## src/rtl/branch_resolver.sv

```systemverilog
// Branch resolution unit: decodes jump/call/return/conditional requests, drives a
// one-cycle redirect, manages a circular return-address stack and a pipeline-flush window.
module branch_resolver #(
  parameter int ADDR_WIDTH   = 32,
  parameter int OFFSET_WIDTH = 20,
  parameter int DIRECT_WIDTH = 28,
  parameter int RAS_DEPTH    = 4,
  parameter int FLUSH_CYCLES = 2
) (
  input  logic                    ClockInput,
  input  logic                    ResetInput,
  input  logic                    BranchValid,
  input  logic [2:0]              BranchType,
  input  logic                    ZeroFlag,
  input  logic                    NegativeFlag,
  input  logic [OFFSET_WIDTH-1:0] RelativeOFFSET,
  input  logic [DIRECT_WIDTH-1:0] DirectBranch,
  input  logic [ADDR_WIDTH-1:0]   PCAddress,
  output logic                    BranchReady,
  output logic                    BranchSignal,
  output logic [ADDR_WIDTH-1:0]   BranchAddress,
  output logic                    FlushActive,
  output logic                    RasOverflow,
  output logic                    RasUnderflow
);

  localparam int PTR_W = $clog2(RAS_DEPTH);
  localparam int CNT_W = $clog2(FLUSH_CYCLES + 1);

  typedef enum logic {IDLE, FLUSH} stateType;

  stateType               state;
  logic [CNT_W-1:0]       flushCount;
  logic [ADDR_WIDTH-1:0]  rasStore [RAS_DEPTH];
  logic [PTR_W-1:0]       topPtr;
  logic [PTR_W:0]         rasCount;

  logic                   accept;
  logic [PTR_W-1:0]       popPtr;
  logic [ADDR_WIDTH-1:0]  directTarget;
  logic [ADDR_WIDTH-1:0]  relTarget;
  logic [ADDR_WIDTH-1:0]  returnAddr;
  logic                   condTaken;
  logic                   redirect;
  logic [ADDR_WIDTH-1:0]  resultAddr;
  logic                   doPush;
  logic                   doPop;
  logic                   underflow;

  assign BranchReady  = (state == IDLE);
  assign accept       = BranchValid && BranchReady;
  assign popPtr       = topPtr - PTR_W'(1);
  assign directTarget = {{(ADDR_WIDTH-DIRECT_WIDTH){1'b0}}, DirectBranch};
  assign relTarget    = PCAddress + ADDR_WIDTH'($signed(RelativeOFFSET));
  assign returnAddr   = PCAddress + ADDR_WIDTH'(4);

  // topPtr names the next slot to write, so a full stack overwrites its oldest entry.
  always_comb begin
    condTaken  = 1'b0;
    redirect   = 1'b0;
    resultAddr = '0;
    doPush     = 1'b0;
    doPop      = 1'b0;
    underflow  = 1'b0;
    case (BranchType[1:0])
      2'd0:    condTaken = ZeroFlag;
      2'd1:    condTaken = !ZeroFlag;
      2'd2:    condTaken = NegativeFlag;
      default: condTaken = !NegativeFlag;
    endcase
    case (BranchType)
      3'd1: begin
        redirect   = 1'b1;
        resultAddr = directTarget;
      end
      3'd2: begin
        redirect   = 1'b1;
        resultAddr = directTarget;
        doPush     = 1'b1;
      end
      3'd3: begin
        if (rasCount != '0) begin
          redirect   = 1'b1;
          resultAddr = rasStore[popPtr];
          doPop      = 1'b1;
        end else begin
          underflow  = 1'b1;
        end
      end
      3'd4, 3'd5, 3'd6, 3'd7: begin
        redirect   = condTaken;
        resultAddr = relTarget;
      end
      default: ;
    endcase
  end

  always_ff @(posedge ClockInput) begin
    if (ResetInput) begin
      state         <= IDLE;
      flushCount    <= '0;
      topPtr        <= '0;
      rasCount      <= '0;
      BranchSignal  <= 1'b0;
      BranchAddress <= '0;
      FlushActive   <= 1'b0;
      RasOverflow   <= 1'b0;
      RasUnderflow  <= 1'b0;
    end else begin
      BranchSignal  <= 1'b0;
      BranchAddress <= '0;
      RasOverflow   <= 1'b0;
      RasUnderflow  <= 1'b0;
      case (state)
        IDLE: begin
          if (accept) begin
            BranchSignal  <= redirect;
            BranchAddress <= resultAddr;
            RasUnderflow  <= underflow;
            if (doPush) begin
              rasStore[topPtr] <= returnAddr;
              topPtr           <= topPtr + PTR_W'(1);
              if (rasCount == (PTR_W+1)'(RAS_DEPTH))
                RasOverflow <= 1'b1;
              else
                rasCount <= rasCount + (PTR_W+1)'(1);
            end
            if (doPop) begin
              topPtr   <= popPtr;
              rasCount <= rasCount - (PTR_W+1)'(1);
            end
            if (redirect) begin
              state       <= FLUSH;
              flushCount  <= CNT_W'(FLUSH_CYCLES);
              FlushActive <= 1'b1;
            end
          end
        end
        FLUSH: begin
          if (flushCount == CNT_W'(1)) begin
            state       <= IDLE;
            flushCount  <= '0;
            FlushActive <= 1'b0;
          end else begin
            flushCount <= flushCount - CNT_W'(1);
          end
        end
        default: state <= IDLE;
      endcase
    end
  end

endmodule

```

## config.mk

```make
export PLATFORM = sky130hd
export DESIGN_NAME = branch_resolver
export DESIGN_NICKNAME = d
export VERILOG_FILES = /design/src/rtl/branch_resolver.sv
export SDC_FILE = /design/constraint.sdc
export NUM_CORES = 1
export LEC_CHECK = 0
export ABC_AREA = 0
export CORE_MARGIN = 10
export CORE_UTILIZATION = 50
export DETAILED_ROUTE_END_ITERATION = 7
export GPL_TIMING_DRIVEN = 1
export PLACE_DENSITY = 0.77
export SYNTH_ARGS = -nofsm -noshare
export SYNTH_HDL_FRONTEND = slang
export SYNTH_SLANG_ARGS = --single-unit
```

## constraint.sdc

```tcl
create_clock -name ClockInput -period 2.7 [get_ports ClockInput]
set_input_delay 0.27 -clock ClockInput [delete_from_list [all_inputs] [get_ports ClockInput]]
set_output_delay 0.27 -clock ClockInput [all_outputs]
set_load 0.01 [all_outputs]
```

==> metrics.txt <==
max_cap viols 0; setup TNS 0 ps; Async S/R FF share, synth 0%; worst-path cell chain clkdlybuf4s50_1 -> ha_1 -> inv_1 -> fa_1 -> nor2b_1 -> o2111ai_2 -> a21oi_4 -> o31ai_4 -> o31ai_2 -> xnor2_1 -> o22ai_1; commonest cells after routing, fill and taps aside edfxtp_1 (128), clkdlybuf4s50_1 (124), buf_4 (98); antenna violations before repair 0; unrepaired setup endpoints after global routing false; Nets between 1,000 and 1,500; Gates resized, CTS repair 0; Hold Path Class reg2reg; crit path time final 2443 ps; share of cells above drive strength 1 a little over a fifth; htree depth 4; starting density of the core 51.00%; syn avg cell area 12.65 um2; Critical R2R Launch topPtr[1]; FF-to-FF path depth 6; Vias roughly 6,800; Die H about 150 um; DRT Pass-1 Iters 5; via density per instance 5.917; die area 0.02329 mm2; # diodes 0; Leak 4.221 nW; Top FF cell, synth edfxtp_1; Min Hold Slack ~470 ps; status complete, no violations; final setup vio count 0; total wire length 25.22 mm; post-synthesis cell type count ~70; fin crit share 90.47%; DRC 0; GR Util met3 5.165%; number of global-route vias before repair 7,279; die width 152.6 um; largest net degree at the start of global routing 36; post-placement cell count 1,117; most crowded layer after global routing met2; met1 usage in global routing between 20% and 30%; P&R area growth vs syn 32.98%; Fin Clk Skew 12.24 ps; post-route cell area 0.01169 mm2; hold_buf cts 0; CP endpoint kind flip-flop; CTS tree yes; Clk pin slew, worst setup/hold paths 70 ps; CP Data Required Time 3000 ps; GRT met2 Usage 35.69%; delay of the slowest critical-path stage ~500 ps; Overflow after GRT 0; worst-path fanout max 3; initial drt markers 570; clk sinks 172; dpl cell area 0.01103 mm2; critical path launch point type primary input; Mapped Nets ~820; first-pass GRT wire length approximately 40 mm; min-delay src FlushActive; most common cell after layout, fill and taps aside edfxtp_1; Worst VDD drop 0.4626 mV; Post-DRT Antenna Nets 0; num rows 48; fmax approximately 410 MHz; clk root buf clkbuf_16; PortBufs 124; CP startpoint PCAddress[0]; Post-synth EDFFs 128; Max-slew headroom approximately 44%; Core ar. about 0.017 mm2; FF+latch count, synth 172; Mapped Cells 695; clock latency on the worst-skew pair 430 ps; share of the yosys chip area belonging to registers between 50% and 60%; Worst-Margin Slew about 840 ps; Setup CP Type in2reg; Placer Congestion 0.9003; pwr/cell area 582.1 mW/mm2; DR WL/cell 21.95 um; Syn Std Cell Area between 0.008 and 0.009 mm2; Syn. warnings 0; non-filler cells, final 1,149; dpl hpwl about 18 mm; setup bufs post-CTS 0; number of CTS-inserted buffers 17; I/O pins 125; Power, Total 6.805 mW; worst-case clock buffer depth 2; Hold Violations, Final 0; Min-Delay Path Depth 2; GRT Total Usage 21.44%; Crit-path slowest cell clkdlybuf4s50_1; Final Slew Violations 0; Arrival @ worst endpoint 2740 ps
[cells by family (layout without fill, tap and decap cells)]
logic type / count (synthesis) / after routing / share of synthesized area, %
AND/OR/NAND/NOR: 184 / 184 / 10.63
flip-flops: 172 / 172 / 53.74
AO/OA/AOI/OAI: 158 / 158 / 13.02
XOR/XNOR: 58 / 58 / 5.778
buffers and inverters: 48 / 277 / 2.391
adder cells (fa/ha/maj): 39 / 39 / 5.722
multiplexers: 36 / 36 / 8.710
[synthesized netlist by cell type (5+ instances only)]
cell      number  area share [%]
nor3b_1        5            0.43
xor2_1        17             1.7
o21ai_1        5            0.28
nand4_1        8            0.57
a21o_1        10            0.85
buf_2          7            0.40
clkbuf_1      18            0.77
nand2_1       41             1.8
o21ai_0       18             1.0
o22ai_1       12            0.85
and2_1         9            0.64
or2_2          5            0.36
nor3_1         9            0.51
ha_1          37             5.3
a222oi_1      13             1.5
xnor2_1       41             4.1
edfxtp_1     128              44
o21a_1         8            0.68
and3_1        12            0.85
nand3_1       19             1.1
inv_1         16            0.68
dfxtp_1       44              10
nor2_1        50             2.1
a22oi_1       13             1.1
a21oi_1       37             2.1
mux4_2        32             8.2
[worst max-delay path: cells and delay by family]
kind,cells,cell delay [ps]
xor gates and xnor gates,1,150
and+or+nand+nor,1,200
adders and majority gates,2,580
buffers and inverters,2,560
AOI/OAI and AO/OA,5,970
[area by class of cell]
type	instances	area, um2
Inverter	17	66.31
Multi-Input combinational cell	475	3859
Timing Repair Buffer	228	2097
Clock inverter	14	231.5
Sequential cell	172	4726
Fill cell	1199	5547
Tap cell	225	281.5
Clock buffer	18	429.2
[layer usage]
layer / part of all wire (%) / wire length (um)
met1: 42 / 10550
met2: 50 / 12530
met3: 6.6 / 1662
met4: 1.9 / 482
met5: 0 / 0
[power by group]
part           leakage (nW)  internal, mW  switching (mW)
logic                  2.39         0.591           0.586
registers              1.51          2.88          0.0209
clock network         0.325          1.67            1.06
total                  4.22          5.14            1.66
[flip-flops by register name, indices dropped and copies added, names as in the netlist]
signal and count:
state 1, rasCount 3, RasOverflow 1, topPtr 2, RasUnderflow 1, flushCount 2
BranchSignal 1, rasStore 128, BranchAddress 32, FlushActive 1
[final timing paths]
path	slack (ps)	endpoint
max reg2reg	520	BranchAddress[15]
max	260	BranchAddress[26]
min	470	FlushActive
min reg2reg	470	FlushActive
[per-stage QoR]
stage	utilization [%]	worst slack [ps]
finish	67.82	257.2
global route	67.82	105.6
global placement	63.99	-139.3
CTS	67.82	272.1
floorplan	-	177.0
detailed placement	63.99	-151.9
Note: power is estimated with default switching activity, not from simulation.
